## config.mk

```make
export PLATFORM = sky130hd
export DESIGN_NAME = reg_write_arbiter
export DESIGN_NICKNAME = d
export VERILOG_FILES = /design/src/rtl/reg_arb_pkg.sv /design/src/rtl/reg_write_arbiter_rr.sv /design/src/rtl/reg_write_arbiter.sv
export SDC_FILE = /design/constraint.sdc
export NUM_CORES = 1
export LEC_CHECK = 0
export BUFFER_PORTS_ARGS = -buffer_cell sky130_fd_sc_hd__buf_4
export CAP_MARGIN = 40
export CORE_AREA = 5 5 137 139
export DETAILED_ROUTE_END_ITERATION = 12
export DIE_AREA = 0 0 142 144
export HOLD_SLACK_MARGIN = 0.02
export PLACE_DENSITY = 0.78
export SLEW_MARGIN = 5
export SYNTH_ARGS = -nofsm -noshare
export SYNTH_HDL_FRONTEND = slang
export SYNTH_SLANG_ARGS = --single-unit
```

## constraint.sdc

```tcl
create_clock -name i_clk -period 9.4 [get_ports i_clk]
set_clock_uncertainty 0.2 [all_clocks]
set_input_delay 1.88 -clock i_clk [delete_from_list [all_inputs] [get_ports i_clk]]
set_output_delay 1.88 -clock i_clk [all_outputs]
set_load 0.005 [all_outputs]
```

## src/rtl/reg_arb_pkg.sv

```systemverilog
// rtl/reg_arb_pkg.sv - shared types and constants for the register-file write arbiter
//
// Purpose: register address/data types, the slot payload struct and the
//          zero-register constant used by reg_write_arbiter.
// Ports:   none (package).
package reg_arb_pkg;

    localparam int REG_ADDR_W = 5;
    localparam int REG_DATA_W = 64;

    typedef logic [REG_ADDR_W-1:0] reg_addr_t;
    typedef logic [REG_DATA_W-1:0] reg_data_t;

    localparam reg_addr_t ZERO_REG = 5'd0;

    // Contents of one holding slot.
    typedef struct packed {
        reg_addr_t addr;
        reg_data_t data;
    } wr_req_t;

endpackage

```

## src/rtl/reg_write_arbiter_rr.sv

```systemverilog
// rtl/reg_write_arbiter_rr.sv - round-robin arbiter owning the last-grant pointer
//
// Purpose: picks the first asserted request at or after (last_grant+1) mod NUM_REQ.
// Ports:
//   i_clk        system clock, rising edge
//   i_rst        synchronous active-high reset; makes requester 0 highest priority
//   i_req        request vector (one bit per full slot)
//   i_advance    grant is being consumed this cycle; update the pointer
//   o_grant      one-hot grant (all zero when no request)
//   o_grant_idx  index of the granted requester
module rr_arbiter #(
    parameter  int NUM_REQ = 2,
    localparam int IDX_W   = (NUM_REQ > 1) ? $clog2(NUM_REQ) : 1
) (
    input  logic               i_clk,
    input  logic               i_rst,
    input  logic [NUM_REQ-1:0] i_req,
    input  logic               i_advance,
    output logic [NUM_REQ-1:0] o_grant,
    output logic [IDX_W-1:0]   o_grant_idx
);

    logic [IDX_W-1:0] r_last;
    logic             w_found;

    // Walk the requesters starting just after the last winner; the index
    // wraps explicitly so NUM_REQ need not be a power of two.
    always_comb begin
        int               idx;
        logic [IDX_W-1:0] sel;
        o_grant     = '0;
        o_grant_idx = '0;
        w_found     = 1'b0;
        idx         = 0;
        sel         = '0;
        for (int k = 1; k <= NUM_REQ; k++) begin
            idx = int'(r_last) + k;
            if (idx >= NUM_REQ) begin
                idx = idx - NUM_REQ;
            end
            sel = IDX_W'(idx);
            if (!w_found && i_req[sel]) begin
                w_found      = 1'b1;
                o_grant[sel] = 1'b1;
                o_grant_idx  = sel;
            end
        end
    end

    // Pointer parked on the last requester so requester 0 wins first.
    always_ff @(posedge i_clk) begin
        if (i_rst) begin
            r_last <= IDX_W'(NUM_REQ - 1);
        end else if (i_advance && w_found) begin
            r_last <= o_grant_idx;
        end
    end

endmodule

```

## src/rtl/reg_write_arbiter.sv

```systemverilog
// rtl/reg_write_arbiter.sv - shares the register-file write port between NUM_REQ writeback sources
//
// Purpose: one holding slot per source with valid/ready, round-robin issue of
//          one held write per cycle, writes to register 0 absorbed.
// Ports:
//   i_clk, i_rst        clock / synchronous active-high reset
//   i_req_valid         per-requester write request
//   o_req_ready         per-requester slot can accept this cycle
//   i_req_addr          packed destination registers, requester i at [i*ADDR_WIDTH +: ADDR_WIDTH]
//   i_req_data          packed write data, same packing
//   o_wr_addr/o_wr_data/o_wr_enable  to the register file write port
//   o_grant_id          requester whose write is on o_wr_* this cycle
//   o_busy              any slot full or write enable high
//   o_conflict_count    saturating count of cycles with two or more slots full
module reg_write_arbiter
    import reg_arb_pkg::*;
#(
    parameter  int NUM_REQ    = 2,
    parameter  int DATA_WIDTH = 64,
    parameter  int ADDR_WIDTH = 5,
    parameter  int CNT_WIDTH  = 16,
    localparam int IDX_W      = (NUM_REQ > 1) ? $clog2(NUM_REQ) : 1
) (
    input  logic                          i_clk,
    input  logic                          i_rst,
    input  logic [NUM_REQ-1:0]            i_req_valid,
    output logic [NUM_REQ-1:0]            o_req_ready,
    input  logic [NUM_REQ*ADDR_WIDTH-1:0] i_req_addr,
    input  logic [NUM_REQ*DATA_WIDTH-1:0] i_req_data,
    output logic [ADDR_WIDTH-1:0]         o_wr_addr,
    output logic [DATA_WIDTH-1:0]         o_wr_data,
    output logic                          o_wr_enable,
    output logic [IDX_W-1:0]              o_grant_id,
    output logic                          o_busy,
    output logic [CNT_WIDTH-1:0]          o_conflict_count
);

    wr_req_t                r_slot [NUM_REQ];
    logic [NUM_REQ-1:0]     r_slot_full;
    logic [ADDR_WIDTH-1:0]  r_wr_addr;
    logic [DATA_WIDTH-1:0]  r_wr_data;
    logic                   r_wr_enable;
    logic [IDX_W-1:0]       r_grant_id;
    logic [CNT_WIDTH-1:0]   r_conflict_count;

    logic [NUM_REQ-1:0]     w_grant;
    logic [IDX_W-1:0]       w_grant_idx;
    logic                   w_any_full;
    logic [NUM_REQ-1:0]     w_accept;
    logic [2:0]             w_num_full;
    logic                   w_conflict;

    assign w_any_full = |r_slot_full;

    rr_arbiter #(
        .NUM_REQ(NUM_REQ)
    ) u_rr (
        .i_clk       (i_clk),
        .i_rst       (i_rst),
        .i_req       (r_slot_full),
        .i_advance   (w_any_full),
        .o_grant     (w_grant),
        .o_grant_idx (w_grant_idx)
    );

    // A slot being drained this cycle can be refilled at the same edge,
    // giving one write per cycle per requester.
    always_comb begin
        for (int i = 0; i < NUM_REQ; i++) begin
            o_req_ready[i] = !i_rst && (!r_slot_full[i] || w_grant[i]);
        end
    end

    assign w_accept = i_req_valid & o_req_ready;

    always_comb begin
        w_num_full = '0;
        for (int i = 0; i < NUM_REQ; i++) begin
            w_num_full = w_num_full + 3'(r_slot_full[i]);
        end
    end

    assign w_conflict = (w_num_full >= 3'd2);

    // Slots: an accepted write to register 0 is dropped here and simply lets
    // a granted slot empty as usual.
    always_ff @(posedge i_clk) begin
        if (i_rst) begin
            r_slot_full <= '0;
            for (int i = 0; i < NUM_REQ; i++) begin
                r_slot[i] <= '0;
            end
        end else begin
            for (int i = 0; i < NUM_REQ; i++) begin
                if (w_accept[i] && (i_req_addr[i*ADDR_WIDTH +: ADDR_WIDTH] != ZERO_REG)) begin
                    r_slot_full[i]  <= 1'b1;
                    r_slot[i].addr  <= i_req_addr[i*ADDR_WIDTH +: ADDR_WIDTH];
                    r_slot[i].data  <= i_req_data[i*DATA_WIDTH +: DATA_WIDTH];
                end else if (w_grant[i]) begin
                    r_slot_full[i]  <= 1'b0;
                end
            end
        end
    end

    // Write-port registers; address/data/id hold when nothing is issued.
    always_ff @(posedge i_clk) begin
        if (i_rst) begin
            r_wr_addr   <= '0;
            r_wr_data   <= '0;
            r_wr_enable <= 1'b0;
            r_grant_id  <= '0;
        end else if (w_any_full) begin
            r_wr_addr   <= r_slot[w_grant_idx].addr;
            r_wr_data   <= r_slot[w_grant_idx].data;
            r_wr_enable <= 1'b1;
            r_grant_id  <= w_grant_idx;
        end else begin
            r_wr_enable <= 1'b0;
        end
    end

    always_ff @(posedge i_clk) begin
        if (i_rst) begin
            r_conflict_count <= '0;
        end else if (w_conflict && (r_conflict_count != {CNT_WIDTH{1'b1}})) begin
            r_conflict_count <= r_conflict_count + 1'b1;
        end
    end

    // Gating with reset kills a write already on the port so that the
    // register file never captures anything at an edge where reset is high.
    assign o_wr_enable      = r_wr_enable && !i_rst;
    assign o_wr_addr        = r_wr_addr;
    assign o_wr_data        = r_wr_data;
    assign o_grant_id       = r_grant_id;
    assign o_busy           = !i_rst && (w_any_full || r_wr_enable);
    assign o_conflict_count = r_conflict_count;

endmodule

```

==> impl_metrics.json <==
{
  "area_delta_synth_final_pct": 29.0,
  "p_per_area_nw_per_um2": 196,
  "crit_family": "buffers and inverters",
  "total_power_mw": 2.29,
  "antenna_cells": 0,
  "synth_top_area_share_pct": 45.7,
  "synth.cell_area_sq_um": 9070,
  "clockBufferDepth": 3,
  "cp_num_buf_inv": 4,
  "wirelength_um": 21600,
  "netlist_top_cells_area": "edfxtp_1 (46%), dfxtp_1 (20%), and2_1 (9.7%), mux2i_1 (7.7%), o21ai_0 (4.2%)",
  "drtIter0Drc": 445,
  "drive_above_1_share_pct": 29.9,
  "start_util_pct": 51.8,
  "grt.total_usage_pct": 20.4,
  "gp_congestion": 0.812,
  "setup_viol": 0,
  "routedWlPerCell_um": 18.2,
  "synth_edf_count": 138,
  "port_buffers": 231,
  "yosysWarnings": 0,
  "antenna_found_initial": 0,
  "firstDrtPassIters": 5,
  "post-cts-setup-buffers": 0,
  "std_cell_rows": 49,
  "postLayoutCoreUtil_pct": 66.8,
  "synth_ff_type": "edfxtp_1",
  "netlist_instances": 726,
  "clock_sinks": 228,
  "critical_path_arrival_ns": 3.33,
  "synth_seq_cells": 228,
  "grt_pass1_vias": 6329,
  "cp-start-kind": "input port",
  "finalSetupTns_ns": 0,
  "end_kind": "output port",
  "avgSynthCellArea_sq_um": 12.5,
  "period_needed_ns": 5.41,
  "synth.largest_area_cell": "edfxtp_1",
  "worstSkewPairLatency_ns": 0.50,
  "status": "finished clean",
  "vias": 6259,
  "cts.htree.levels": 1,
  "core_area_sq_um": 17500,
  "clkSlewWorstSetupHoldPaths_ns": 0.06,
  "timing.critical_path.slowest_cell_delay_ns": 0.56,
  "slowest_stage": "buf_4",
  "max_freq_mhz": 185,
  "io_pins": 232,
  "max-cap-violations": 0,
  "required_ns": 7.32,
  "path_cells": "buf_4 > inv_1 > o21ai_4 > buf_4 > nand2b_1 > buf_4",
  "p_leak_nw": 4.72,
  "yosysMostFrequentCell": "and2_1",
  "tightest_slew_ns": 0.852,
  "cts_resized": 0,
  "tritoncts": "built",
  "grt_pass1_wl_um": 33100,
  "cts_hold_buf": 0,
  "path_class": "in -> out",
  "viasPerCell": 5.25,
  "grt_max_degree": 75,
  "drc": 0,
  "async_flop_share_pct": 0,
  "whs_ns": 0.250,
  "clockRootBuffer": "clkbuf_16",
  "fin_nets": 1089,
  "finalCritPeriodShare_pct": 57.5,
  "placed_area_sq_um": 10900,
  "holdCritPathClass": "reg -> reg",
  "ant_nets": 0,
  "dieArea_sq_um": 20400,
  "final_area_sq_um": 11700,
  "cts_buffers": 23,
  "grt_setup_unrepaired": "false",
  "critical_path.max_fanout": 71,
  "die_h_um": 144,
  "dp_hpwl_um": 13800,
  "grt.overflow.total": 0,
  "synth_common_cells": "and2_1 (140), edfxtp_1 (138), dfxtp_1 (90)",
  "synth_nets": 869,
  "synth_cell_types": 39,
  "finalMaxSlewViolations": 0,
  "peakVddDrop_uv": 121,
  "ys_seq_area_share_pct": 65.5,
  "crit_path_frequent_cell": "buf_4",
  "finalHoldViolCount": 0,
  "slew_headroom_pct": 43.2,
  "die_x_um": 142
}
==> final cells by class <==
type,instances,area (sq um)
sequential,228,5950
fill,1337,5820
multi-input combinational,449,2890
timing repair buffer,238,1800
clock buffer,32,639
tap,229,287
clock inverter,10,131
inverter,6,22.5
==> registers in the layout, indices dropped and copies added (netlist names) <==
register	flops
o_conflict_count	16
o_grant_id	1
o_wr_addr	5
o_wr_data	64
r_slot	138
r_slot_full	2
r_wr_enable	1
u_rr.r_last	1
==> kinds of logic (layout without fill, tap and decap cells) <==
logic type,count (synthesis),after routing,share of synthesized area [%]
and+or+nand+nor,268,268,16.5
DFF,228,228,65.5
AOI/OAI and AO/OA,110,110,6.87
muxes,70,70,7.72
buffers and inverters,49,286,3.21
adders and majority gates,1,1,0.138
==> path summary, 6_finish.rpt <==
path	startpoint	endpoint	slack [ns]	cells after the start
setup / recovery	i_rst	o_busy	3.99	6
hold reg to reg	o_wr_addr[4]	o_wr_addr[4]	0.25	2
hold / removal	o_wr_addr[4]	o_wr_addr[4]	0.25	2
setup reg to reg	r_slot_full[0]	r_slot[0][59]	6.63	4
==> worst register-to-register path: stages (launching register included) <==
cell,delay [ns]
dfxtp_1,0.41
nand2_1,0.32
nor2_1,0.22
o21ai_4,0.43
buf_4,0.76
==> where the power goes <==
group          switching, mW  internal, mW  leakage [nW]
Clock                  0.363         0.558         0.379
Combinational         0.0982         0.106          2.13
Sequential            0.0271          1.14          2.21
Total                  0.489          1.80          4.72
==> layout by cell type (no fill, tap or decap), types with 4 or more instances in the layout <==
| cell | n |
|---|---|
| buf_4 | 237 |
| and2_1 | 139 |
| edfxtp_1 | 138 |
| dfxtp_1 | 90 |
| nand2_1 | 80 |
| o21ai_0 | 76 |
| mux2i_1 | 70 |
| clkbuf_16 | 23 |
| a21oi_1 | 17 |
| or4_1 | 8 |
| o31ai_1 | 7 |
| inv_1 | 6 |
| clkbuf_1 | 6 |
| nand3_1 | 5 |
| nand4_1 | 5 |
| clkinv_2 | 5 |
| nor2_1 | 4 |
| or3_1 | 4 |
==> stage by stage <==
step                      setup WS, ns  cells
after CTS                         3.95   1192
after global placement            4.00   1149
after detailed placement          3.94   1150
after floorplan                   1.69    726
final                             3.99   1192
after global routing              3.83   1192
==> metal layers <==
layer | wire [um] | part of all wire [%] | vias to the layer above | global-route usage [%]
li1 | - | - | 3007 | -
met1 | 8770 | 41 | 3003 | 26.5
met2 | 10800 | 50 | 207 | 34.9
met3 | 1500 | 6.9 | 42 | 4.17
met4 | 563 | 2.6 | 0 | 6.31
met5 | 0 | 0 | - | 0
Note: power is estimated with default switching activity, not from simulation.
